### config.mk
export PLATFORM = sky130hd
export DESIGN_NAME = psum_binarize_pack_flat
export DESIGN_NICKNAME = d
export VERILOG_FILES = /design/src/rtl/psum_binarize_pack_if.sv /design/src/rtl/psum_binarize_pack.sv /design/src/flat_wrapper.sv
export SDC_FILE = /design/constraint.sdc
export NUM_CORES = 1
export LEC_CHECK = 0
export CORE_ASPECT_RATIO = 0.6
export CORE_MARGIN = 2
export CORE_UTILIZATION = 60
export CTS_BUF_LIST = sky130_fd_sc_hd__clkbuf_8
export CTS_CLUSTER_SIZE = 10
export DETAILED_ROUTE_END_ITERATION = 10
export PLACE_DENSITY_LB_ADDON = 0.05
export SLEW_MARGIN = 0
export SYNTH_ARGS = -nofsm -noshare
export SYNTH_HDL_FRONTEND = slang
export SYNTH_SLANG_ARGS = --single-unit
### constraint.sdc
create_clock -name clk_in -period 15.35 [get_ports clk_in]
set_input_delay 3.07 -clock clk_in [delete_from_list [all_inputs] [get_ports clk_in]]
set_output_delay 3.07 -clock clk_in [all_outputs]
set_load 0.02 [all_outputs]
### src/rtl/psum_binarize_pack_if.sv
// Bus bundle for psum_binarize_pack: threshold load, psum stream, flush and
// packed activation output. Optional macro BN_FLIP_EN widens thr_data by one
// flip bit.
interface psum_binarize_pack_if #(
  parameter int WIDTH = 14,
  parameter int PACK  = 27
);
`ifdef BN_FLIP_EN
  localparam int TW = WIDTH + 1;
`else
  localparam int TW = WIDTH;
`endif

  logic             thr_load;
  logic [TW-1:0]    thr_data;
  logic             psum_valid;
  logic [WIDTH-1:0] psum_in;
  logic             psum_ready;
  logic             flush;
  logic             act_valid;
  logic [PACK-1:0]  act_out;
  logic             act_ready;

  // Upstream producer / downstream consumer view
  modport master (
    output thr_load, thr_data, psum_valid, psum_in, flush, act_ready,
    input  psum_ready, act_valid, act_out
  );

  // Block view
  modport slave (
    input  thr_load, thr_data, psum_valid, psum_in, flush, act_ready,
    output psum_ready, act_valid, act_out
  );
endinterface

### src/rtl/psum_binarize_pack.sv
// psum_binarize_pack: binarizes a serial stream of signed partial sums
// against per-channel thresholds and packs the bits LSB-first into PACK-bit
// words, delivered through a 2-entry valid/ready output buffer.
// Optional macro BN_FLIP_EN: per-channel flip bit (thr_data MSB) inverts the
// binarized output of that channel.
module psum_binarize_pack #(
  parameter int WIDTH = 14,
  parameter int O_CH  = 9,
  parameter int PACK  = 27
) (
  input logic                  clk_in,
  input logic                  rst_in,
  psum_binarize_pack_if.slave  bus
);
  localparam int CW = (O_CH > 1) ? $clog2(O_CH) : 1;
  localparam int BW = (PACK > 1) ? $clog2(PACK) : 1;
  localparam logic [CW-1:0] CH_LAST  = CW'(O_CH - 1);
  localparam logic [BW-1:0] BIT_LAST = BW'(PACK - 1);

  logic signed [WIDTH-1:0] thr_q [O_CH];
`ifdef BN_FLIP_EN
  logic [O_CH-1:0] flip_q;
`endif
  logic [CW-1:0]   load_ptr_q;
  logic [CW-1:0]   ch_q, ch_d;
  logic [BW-1:0]   bit_ptr_q, bit_ptr_d;
  logic [PACK-1:0] shift_q, shift_d;
  logic            flush_pending_q, flush_pending_d;

  logic [PACK-1:0] fifo_q [2];
  logic            wr_ptr_q, rd_ptr_q;
  logic [1:0]      count_q;

  logic            fifo_full, psum_ready_w, accept, pop, push, bin_bit, flush_act;
  logic [PACK-1:0] word_acc;

  // Handshake qualifiers and the binarized bit of the current psum
  always_comb begin
    fifo_full    = (count_q == 2'd2);
    psum_ready_w = !rst_in && !bus.thr_load && !fifo_full;
    accept       = bus.psum_valid && psum_ready_w;
    pop          = (count_q != 2'd0) && bus.act_ready;
    bin_bit      = ($signed(bus.psum_in) >= thr_q[ch_q]);
`ifdef BN_FLIP_EN
    bin_bit      = bin_bit ^ flip_q[ch_q];
`endif
    word_acc     = accept ? (shift_q | (PACK'(bin_bit) << bit_ptr_q)) : shift_q;
  end

  assign bus.psum_ready = psum_ready_w;
  assign bus.act_valid  = (count_q != 2'd0);
  assign bus.act_out    = (count_q != 2'd0) ? fifo_q[rd_ptr_q] : '0;

  // Packing next-state: the accepted bit is merged before a flush is judged,
  // and a word-completing accept absorbs any flush request (no second push)
  always_comb begin
    flush_act       = bus.flush || flush_pending_q;
    ch_d            = ch_q;
    bit_ptr_d       = bit_ptr_q;
    shift_d         = word_acc;
    flush_pending_d = flush_act;
    push            = 1'b0;
    if (accept) begin
      ch_d      = (ch_q == CH_LAST) ? '0 : ch_q + CW'(1);
      bit_ptr_d = (bit_ptr_q == BIT_LAST) ? '0 : bit_ptr_q + BW'(1);
    end
    if (accept && (bit_ptr_q == BIT_LAST)) begin
      push            = 1'b1;
      shift_d         = '0;
      flush_pending_d = 1'b0;
    end else if (flush_act && !fifo_full) begin
      push            = accept || (bit_ptr_q != '0);
      ch_d            = '0;
      bit_ptr_d       = '0;
      shift_d         = '0;
      flush_pending_d = 1'b0;
    end
  end

  // Threshold table written round-robin by thr_load
  always_ff @(posedge clk_in or posedge rst_in) begin
    if (rst_in) begin
      for (int unsigned i = 0; i < O_CH; i++) thr_q[i] <= '0;
`ifdef BN_FLIP_EN
      flip_q     <= '0;
`endif
      load_ptr_q <= '0;
    end else if (bus.thr_load) begin
      thr_q[load_ptr_q] <= $signed(bus.thr_data[WIDTH-1:0]);
`ifdef BN_FLIP_EN
      flip_q[load_ptr_q] <= bus.thr_data[WIDTH];
`endif
      load_ptr_q <= (load_ptr_q == CH_LAST) ? '0 : load_ptr_q + CW'(1);
    end
  end

  // Packing state registers
  always_ff @(posedge clk_in or posedge rst_in) begin
    if (rst_in) begin
      ch_q            <= '0;
      bit_ptr_q       <= '0;
      shift_q         <= '0;
      flush_pending_q <= 1'b0;
    end else begin
      ch_q            <= ch_d;
      bit_ptr_q       <= bit_ptr_d;
      shift_q         <= shift_d;
      flush_pending_q <= flush_pending_d;
    end
  end

  // 2-entry output FIFO; pushes only occur when not full
  always_ff @(posedge clk_in or posedge rst_in) begin
    if (rst_in) begin
      fifo_q[0] <= '0;
      fifo_q[1] <= '0;
      wr_ptr_q  <= 1'b0;
      rd_ptr_q  <= 1'b0;
      count_q   <= 2'd0;
    end else begin
      if (push) begin
        fifo_q[wr_ptr_q] <= word_acc;
        wr_ptr_q         <= ~wr_ptr_q;
      end
      if (pop) rd_ptr_q <= ~rd_ptr_q;
      case ({push, pop})
        2'b10:   count_q <= count_q + 2'd1;
        2'b01:   count_q <= count_q - 2'd1;
        default: count_q <= count_q;
      endcase
    end
  end
endmodule

### src/flat_wrapper.sv
// flat-port wrapper written by rule: the top's interface ports become plain ports
module psum_binarize_pack_flat 
#(
  parameter int WIDTH = 14,
  parameter int O_CH  = 9,
  parameter int PACK  = 27
)
  (clk_in, rst_in, bus_thr_load, bus_thr_data, bus_psum_valid, bus_psum_in, bus_flush, bus_act_ready, bus_psum_ready, bus_act_valid, bus_act_out);
  psum_binarize_pack_if #(.WIDTH(WIDTH), .PACK(PACK)) bus_i ();
  input logic clk_in;
  input logic rst_in;
  input wire logic [$bits(bus_i.thr_load)-1:0] bus_thr_load;
  input wire logic [$bits(bus_i.thr_data)-1:0] bus_thr_data;
  input wire logic [$bits(bus_i.psum_valid)-1:0] bus_psum_valid;
  input wire logic [$bits(bus_i.psum_in)-1:0] bus_psum_in;
  input wire logic [$bits(bus_i.flush)-1:0] bus_flush;
  input wire logic [$bits(bus_i.act_ready)-1:0] bus_act_ready;
  output wire logic [$bits(bus_i.psum_ready)-1:0] bus_psum_ready;
  output wire logic [$bits(bus_i.act_valid)-1:0] bus_act_valid;
  output wire logic [$bits(bus_i.act_out)-1:0] bus_act_out;
  assign bus_i.thr_load = bus_thr_load;
  assign bus_i.thr_data = bus_thr_data;
  assign bus_i.psum_valid = bus_psum_valid;
  assign bus_i.psum_in = bus_psum_in;
  assign bus_i.flush = bus_flush;
  assign bus_i.act_ready = bus_act_ready;
  assign bus_psum_ready = bus_i.psum_ready;
  assign bus_act_valid = bus_i.act_valid;
  assign bus_act_out = bus_i.act_out;
  psum_binarize_pack #(.WIDTH(WIDTH), .O_CH(O_CH), .PACK(PACK)) u_core (.clk_in(clk_in), .rst_in(rst_in), .bus(bus_i));
endmodule
==> results_dict.tcl, run 1 <==
set metrics [dict create \
    drt_iter0_drc 562 \
    hp-class "reg2reg" \
    grt_pass1_vias 7995 \
    async_reset_ff_share_pct 100 \
    fin_skew_ns 0.0115 \
    synth-edff-count 0 \
    r2r_setup_slack_ns 10.94 \
    r2r-start "u_core.ch_q[0]" \
    overflow 0 \
    startpoint_type "input port" \
    switchingPower_mw 0.723 \
    slew_viol_final 0 \
    synth_area_um2 11200 \
    synth_seq_cells 225 \
    clk_path_buf_depth 3 \
    power_leakage_nw 5.50 \
    grt_setup_unrepaired "no" \
    cts_hold_buffers 0 \
    ys.flop_type "dfrtp_1" \
    start_util_pct 61.7 \
    drtPass1Iterations 5 \
    syn_inst 915 \
    setup_tns_ns 0 \
    dp.cells 1166 \
    tightest_slew_ns 1.14 \
    rows 38 \
    core-area_um2 18200 \
    path_cells "clkdlybuf4s50_1 -> nor3_1 -> clkdlybuf4s50_1" \
    antenna_found_initial 0 \
    layout_common_cells "224 x dfrtp_1, 126 x mux2_2, 96 x mux2i_1, 64 x nor2_1, 62 x clkdlybuf4s50_1" \
    h-tree-depth 2 \
    die_h_um 110 \
    nFillCells 1315 \
    io_pins 63 \
    diodes 0 \
    clock-sinks 225 \
    syn_nets 973 \
    finalPower_mw 2.12 \
    yosysSeqAreaShare_pct 50.1 \
    cts_tree "yes" \
    synth_top_area_share_pct 50.1 \
    power_density_nw_per_um2 168 \
    fp.dieW_um 181 \
    fmax_mhz 131 \
    io_buffers 62 \
    setup_violations 0 \
    gp_congestion 0.850 \
    critPathSlowestCell "clkdlybuf4s50_1" \
    max_slew_margin_pct 23.6 \
    rr_endpoint "u_core.shift_q[21]" \
    maxCapViolCount 0 \
    final_common_cell "dfrtp_1" \
    finalHoldViolCount 0 \
    seq_power_share_pct 42.1 \
    grt_max_degree 137 \
    max_stage_delay_ns 0.63 \
    whs_endpoint "u_core.fifo_q[12]" \
    finalCritPeriodShare_pct 49.8 \
    period_needed_ns 7.64 \
    numCtsBuffers 34 \
    min-delay-start "u_core.fifo_q[12]" \
    met1Wirelength_um 12200 \
    path_max_fanout 13 \
    required_ns 12.28 \
    hpwl_um 16700 \
    die_area_um2 19900 \
    ys_warn_count 0 \
    status "complete, no violations" \
    ys_top_cells_by_area "dfrtp_1 50%, mux2_2 13%, mux2i_1 8.5%" \
    switching_share_pct 34.0 \
    worst-setup-path-type "in2out" \
    critPathTopFamily "buffers and inverters" \
    wl_per_cell_um 21.4 \
    drc 0 \
    cp_num_buf_inv 2 \
    layout-drive-gt1-share_pct 24.2 \
    pwr-share-comb_pct 34.1 \
    cts_resized 0 \
    critPathArrivalTime_ns 4.57 \
    synth_cell_types 49 \
    grt_pass1_wl_um 42600 \
    whs_path_depth 2 \
    clock_power_share_pct 23.8 \
    synth_area_leader_cell "dfrtp_1" \
    syn_to_final_growth_pct 12.6 \
    num_vias 7560 \
    cts_root_buf "clkbuf_8" \
    cts.clk_slew.worst_paths_ns 0.06 \
    wl_met2_um 12200 \
    final_antenna_net_count 0 \
    wl_um 26200 \
    avgViaCountPerCell 6.18 \
    worst_path_most_repeated_cell "clkdlybuf4s50_1" \
    stdcell_count 1224 \
    peakVddDrop_uv 96.3 \
    post-cts-setup-buffers 0 \
    grt_use_total_pct 27.2 \
    worstRegToRegCells 12 \
    crit_path_end_kind "output pin" \
    nNetsFinal 1020 \
    p_int_mw 1.40 \
    synth_area_per_cell_um2 12.3 \
    routed-wl-met3_um 1550 \
    clock_latency_ns 0.50 \
    dr.max_layer_used "met4" \
]
kinds of logic after synthesis:
| kind of cell | count (synthesis) | synth area share (%) |
|---|---|---|
| XOR/XNOR | 13 | 1.01 |
| AO/OA/AOI/OAI | 121 | 6.92 |
| adder cells (fa/ha/maj) | 24 | 2.67 |
| AND/OR/NAND/NOR | 207 | 8.84 |
| flip-flops | 225 | 50.1 |
| multiplexers | 250 | 26.8 |
| buffers and inverters | 75 | 3.72 |
worst min-delay path: cells and delay by family (launching register included):
kind,cells,cell delay [ns]
flops,1,0.35
mux,1,0.07
compound gates,1,0.06
sequential cells by signal, summed over array words and instances, names as in the netlist:
| register | count |
|---|---|
| u_core.ch_q | 4 |
| u_core.wr_ptr_q | 1 |
| u_core.bit_ptr_q | 5 |
| u_core.rd_ptr_q | 1 |
| u_core.flush_pending_q | 1 |
| u_core.count_q | 2 |
| u_core.load_ptr_q | 4 |
| u_core.shift_q | 27 |
| u_core.thr_q | 126 |
| u_core.fifo_q | 54 |
power groups by stage:
stage / logic [mW] / clock network (mW) / registers [mW]
finish: 0.724 / 0.506 / 0.893
global route: 0.790 / 0.545 / 0.913
CTS: 0.726 / 0.516 / 0.892
detailed placement: 0.724 / 0 / 0.902
global placement: 0.692 / 0 / 0.877
floorplan: 0.615 / 0 / 0.846
per-layer routing:
| metal | up-vias | track usage (%) |
|---|---|---|
| li1 | 3441 | - |
| met4 | 0 | 5.82 |
| met3 | 21 | 5.65 |
| met1 | 3874 | 39.7 |
| met2 | 224 | 43.0 |
| met5 | - | 0 |
how the worst max path moves through the flow:
| stage | start | end | slack (ns) | depth (start not counted) |
|---|---|---|---|---|
| global placement | bus_thr_load | bus_psum_ready | 7.72 | 3 |
| floorplan | rst_in | u_core.bit_ptr_q[0] | 6.12 | 1 |
| detailed placement | bus_thr_load | bus_psum_ready | 7.73 | 3 |
| finish | bus_thr_load | bus_psum_ready | 7.71 | 3 |
| CTS | bus_thr_load | bus_psum_ready | 7.71 | 3 |
| global route | bus_thr_load | bus_psum_ready | 7.65 | 3 |
synthesized netlist by cell type, types with 19 or more instances:
| cell | n |
|---|---|
| o21ai_1 | 20 |
| nand2_1 | 58 |
| buf_2 | 28 |
| mux2i_1 | 96 |
| o21ai_0 | 26 |
| o31ai_1 | 44 |
| nor2_1 | 65 |
| dfrtp_1 | 225 |
| mux4_2 | 28 |
| nand4_1 | 19 |
| mux2_2 | 126 |
| nand3_1 | 31 |
| ha_1 | 24 |
area by class of cell:
type / instances / area, µm² / area share (%)
Inverter: 10 / 45.0 / 0.356
Timing Repair Buffer: 76 / 726 / 5.73
Clock buffer: 45 / 619 / 4.89
Tap cell: 240 / 300 / 2.37
Clock inverter: 13 / 82.6 / 0.652
Multi-Input combinational cell: 615 / 5260 / 41.5
Sequential cell: 225 / 5630 / 44.5
metrics by stage:
stage	util (%)	setup WS (ns)	hold WS (ns)	cell area, µm²
after floorplan	-	6.12	0.466	11200
after global placement	65.7	7.72	0.479	12000
after detailed placement	65.7	7.73	0.488	12000
after CTS	69.5	7.71	0.502	12700
after global routing	69.5	7.65	0.515	12700
final	69.5	7.71	0.502	12700
No activity file was read; power rests on OpenSTA's default activity.
==> run 2, diff against run 1 <==
clock period = 7.8 ns   (was 15.35 ns; I/O delays follow)
==> results_dict.tcl, run 2 (synthesis results as in run 1) <==
set metrics [dict create \
    stdcell_count 1214 \
    grt_pass1_wl_um 41500 \
    grt_max_degree 88 \
    cts_tree "yes" \
    seq_power_share_pct 42.7 \
    peakVddDrop_uv 316 \
    switchingPower_mw 1.39 \
    h-tree-depth 2 \
    drtPass1Iterations 5 \
    num_vias 7476 \
    avgViaCountPerCell 6.16 \
    power_density_nw_per_um2 325 \
    cts_hold_buffers 0 \
    fin_skew_ns 0.0204 \
    period_needed_ns 4.63 \
    max_slew_margin_pct 20.6 \
    core-area_um2 18200 \
    numCtsBuffers 35 \
    fp.dieW_um 181 \
    syn_to_final_growth_pct 11.7 \
    grt_setup_unrepaired "no" \
    wl_um 25500 \
    nFillCells 1314 \
    finalCritPeriodShare_pct 59.4 \
    crit_path_end_kind "output pin" \
    dp.cells 1163 \
    min-delay-start "u_core.fifo_q[30]" \
    start_util_pct 61.7 \
    fmax_mhz 216 \
    pwr-share-comb_pct 34.6 \
    overflow 0 \
    critPathArrivalTime_ns 3.07 \
    antenna_found_initial 0 \
    largestRegisters "u_core.thr_q x126, u_core.fifo_q x54, u_core.shift_q x27" \
    r2r_setup_slack_ns 3.44 \
    switching_share_pct 34.0 \
    final_common_cell "dfrtp_1" \
    status "complete, no violations" \
    io_buffers 62 \
    cts.clk_slew.worst_paths_ns 0.06 \
    hpwl_um 16300 \
    hp-class "reg2reg" \
    fin_ws_ns 3.17 \
    die_area_um2 19900 \
    drt_iter0_drc 622 \
    path_max_fanout 13 \
    post-cts-setup-buffers 0 \
    whs_path_depth 2 \
    gp_congestion 0.819 \
    worst-setup-path-type "in2out" \
    p_int_mw 2.69 \
    tightest_slew_ns 1.19 \
    finalHoldViolCount 0 \
    worstRegToRegCells 9 \
    grt_pass1_vias 7843 \
    setup_tns_ns 0 \
    grt_use_total_pct 26.5 \
    clk_path_buf_depth 3 \
    final_antenna_net_count 0 \
    slew_viol_final 0 \
    drc 0 \
    top_register "u_core.thr_q" \
    layout-drive-gt1-share_pct 23.6 \
    rr_endpoint "u_core.fifo_q[10]" \
    setup_violations 0 \
    r2r-start "u_core.ch_q[3]" \
    largest_reg_flops 126 \
    diodes 0 \
    nNetsFinal 1018 \
    post-route-util_pct 69.0 \
    cts_root_buf "clkbuf_8" \
    required_ns 6.24 \
    rows 38 \
    die_h_um 110 \
    power_leakage_nw 5.44 \
    maxCapViolCount 0 \
    io_pins 63 \
    cts_resized 0 \
    clock_latency_ns 0.50 \
    whs_endpoint "u_core.fifo_q[30]" \
    place_ws_ns 2.89 \
    layout_common_cells "224 x dfrtp_1, 126 x mux2_2, 96 x mux2i_1, 64 x nor2_1, 62 x clkdlybuf4s50_1" \
    clock-sinks 225 \
    clock_power_share_pct 22.7 \
    startpoint_type "input port" \
    wl_per_cell_um 21.0 \
]
run 2: cell types whose count changed in the layout (fill, tap and decap cells not counted):
| cell | delta |
|---|---|
| inv_1 | -2 |
| clkbuf_8 | -2 |
| clkinvlp_4 | -1 |
| buf_4 | -3 |
| clkinv_2 | -1 |
| bufinv_16 | -1 |
run 2: area by class of cell:
cell class              count  area [µm²]  area share, %
flip-flops and latches    225        5630           44.8
repair buffers             73         703           5.60
inverters                  10        45.0          0.359
well taps                 240         300           2.39
clock buffers              43         592           4.71
multi-input cells         615        5260           41.8
clock inverters             8        32.5          0.259
run 2: per-stage QoR:
step	total power, mW	hold slack [ns]	cell area [µm²]
after global placement	3.08	0.481	11900
final	4.09	0.498	12600
after floorplan	2.88	0.466	11200
after detailed placement	3.17	0.485	11900
after global routing	4.31	0.514	12600
after CTS	4.10	0.500	12600
run 2: per-layer routing:
metal | track usage, % | routed length [µm] | share of wire (%) | up-vias
li1 | - | - | - | 3413
met1 | 40.2 | 12300 | 48 | 3823
met2 | 40.5 | 11400 | 45 | 211
met3 | 4.40 | 1480 | 5.8 | 29
met4 | 6.28 | 277 | 1.1 | 0
met5 | 0 | 0 | 0 | -
run 2: worst max path at each step:
| stage | slack, ns | end | start |
|---|---|---|---|
| 2_1_floorplan | 0.08 | u_core.bit_ptr_q[0] | rst_in |
| 3_3_place_gp | 3.07 | u_core.fifo_q[12] | bus_thr_load |
| 3_5_place_dp | 2.89 | u_core.fifo_q[24] | bus_thr_load |
| 6_report | 3.17 | bus_psum_ready | bus_thr_load |
| 4_1_cts | 3.16 | bus_psum_ready | bus_thr_load |
| 5_1_grt | 3.03 | bus_psum_ready | bus_thr_load |
run 2: power by group through the flow:
stage                     clock network, mW  logic, mW  registers (mW)
after floorplan                           0       1.21            1.66
after global placement                    0       1.36            1.72
after detailed placement                  0       1.42            1.75
after CTS                             0.940       1.42            1.74
after global routing                  0.994       1.53            1.79
final                                 0.927       1.42            1.74
run 2: critical path: stages:
cell	delay, ns
clkdlybuf4s50_1	0.61
nor3_1	0.27
clkdlybuf4s50_1	0.63
==> run 3, diff against run 2 <==
CORE_UTILIZATION = 56   (was 60)
clock period = 3.8 ns   (was 7.8 ns; I/O delays follow)
==> results_dict.tcl, run 3 (synthesis results as in run 1) <==
set metrics [dict create \
    drc 0 \
    largest_reg_flops 126 \
    nFillCells 1555 \
    drtPass1Iterations 5 \
    worstRegToRegCells 12 \
    wl_per_cell_um 21.2 \
    slew_viol_final 0 \
    drt_iter0_drc 548 \
    io_buffers 62 \
    grt_use_total_pct 26.5 \
    fp.dieW_um 187 \
    h-tree-depth 2 \
    largestRegisters "u_core.thr_q x126, u_core.fifo_q x54, u_core.shift_q x27" \
    peakVddDrop_uv 496 \
    cts_tree "yes" \
    clock-sinks 225 \
    grt_setup_unrepaired "no" \
    top_register "u_core.thr_q" \
    avgViaCountPerCell 6.00 \
    wl_um 27000 \
    required_ns 4.18 \
    finalHoldViolCount 0 \
    grt_max_degree 82 \
    placed_area_um2 12200 \
    status "complete, no violations" \
    die_h_um 114 \
    hpwl_um 17400 \
    layout_common_cells "224 x dfrtp_1, 126 x mux2_2, 96 x mux2i_1, 64 x nor2_1, 62 x clkdlybuf4s50_1" \
    fin_skew_ns 0.0220 \
    hp-class "reg2reg" \
    cts_resized 0 \
    numCtsBuffers 36 \
    die_area_um2 21300 \
    grt_pass1_wl_um 44000 \
    setup_violations 0 \
    place_ws_ns 0.186 \
    post-cts-setup-buffers 0 \
    finish.instance_area_um2 12800 \
    syn_to_final_growth_pct 13.9 \
    r2r_setup_slack_ns 0.20 \
    maxCapViolCount 0 \
    tightest_slew_ns 0.962 \
    crit_path_end_kind "register" \
    io_pins 63 \
    r2r-start "u_core.ch_q[0]" \
    cts.clk_slew.worst_paths_ns 0.07 \
    critPathArrivalTime_ns 3.98 \
    final_antenna_net_count 0 \
    cts_hold_buffers 0 \
    nNetsFinal 1041 \
    fin_ws_ns 0.198 \
    whs_endpoint "u_core.rd_ptr_q" \
    clk_path_buf_depth 3 \
    core-area_um2 19900 \
    antenna_found_initial 0 \
    min-delay-start "u_core.rd_ptr_q" \
    whs_path_depth 1 \
    period_needed_ns 3.60 \
    startpoint_type "register" \
    power_leakage_nw 5.59 \
    overflow 0 \
    cts_root_buf "clkbuf_8" \
    layout-drive-gt1-share_pct 24.6 \
    start_util_pct 56.6 \
    rr_endpoint "u_core.fifo_q[19]" \
    setup_tns_ns 0 \
    diodes 0 \
    post-route-util_pct 64.4 \
    worst-setup-path-type "reg2reg" \
    final_common_cell "dfrtp_1" \
    rows 40 \
    path_max_fanout 81 \
    power_density_nw_per_um2 659 \
    num_vias 7645 \
    gp_congestion 0.784 \
    fmax_mhz 278 \
    finalCritPeriodShare_pct 94.8 \
    max_slew_margin_pct 35.6 \
    clock_latency_ns 0.52 \
    grt_pass1_vias 8035 \
]
-- run 3: critical path: stages (launching register included) --
cell	delay, ns
dfrtp_4	0.56
buf_12	0.22
mux4_2	0.53
mux2i_1	0.17
nor2_1	0.07
a21oi_1	0.23
ha_1	0.29
nand4_1	0.16
nor2_1	0.09
o31a_1	0.32
a221oi_4	0.25
buf_12	0.33
o31ai_1	0.15
-- run 3: final cells by class --
| class | instances | area, µm² | area share (%) |
|---|---|---|---|
| clock buffer | 38 | 523 | 4.08 |
| inverter | 10 | 41.3 | 0.322 |
| sequential | 225 | 5630 | 44.0 |
| timing repair buffer | 95 | 968 | 7.56 |
| clock inverter | 19 | 72.6 | 0.567 |
| tap | 273 | 342 | 2.67 |
| multi-input combinational | 615 | 5220 | 40.8 |
-- run 3: worst max path at each step --
stage                              start                   to  depth (start not counted)
final                     u_core.ch_q[0]    u_core.fifo_q[19]                         12
after global routing      u_core.ch_q[0]   u_core.shift_q[26]                         12
after CTS                 u_core.ch_q[0]    u_core.fifo_q[19]                         12
after global placement    u_core.ch_q[0]   u_core.shift_q[21]                         12
after floorplan                   rst_in  u_core.bit_ptr_q[0]                          1
after detailed placement  u_core.ch_q[0]    u_core.fifo_q[19]                         12
-- run 3: routing by layer --
metal | global-route usage [%] | share of wire (%) | wire length, µm | vias to the layer above
met5 | 0 | 0 | 0 | -
met4 | 5.98 | 1.3 | 363 | 0
met3 | 5.17 | 6.1 | 1660 | 34
met2 | 40.0 | 44 | 11800 | 250
met1 | 40.0 | 49 | 13200 | 3899
li1 | - | - | - | 3462
-- run 3: metrics by stage --
stage	hold WS (ns)	total power, mW	std cells
finish	0.473	8.43	1275
global route	0.508	8.93	1275
CTS	0.474	8.48	1275
detailed placement	0.466	6.64	1218
global placement	0.457	6.46	1218
floorplan	0.466	5.90	915
-- run 3: power breakdown --
part           internal, mW  switching [mW]
logic                  1.48            1.54
registers              3.13           0.458
clock network         0.910           0.911
total                  5.52            2.91
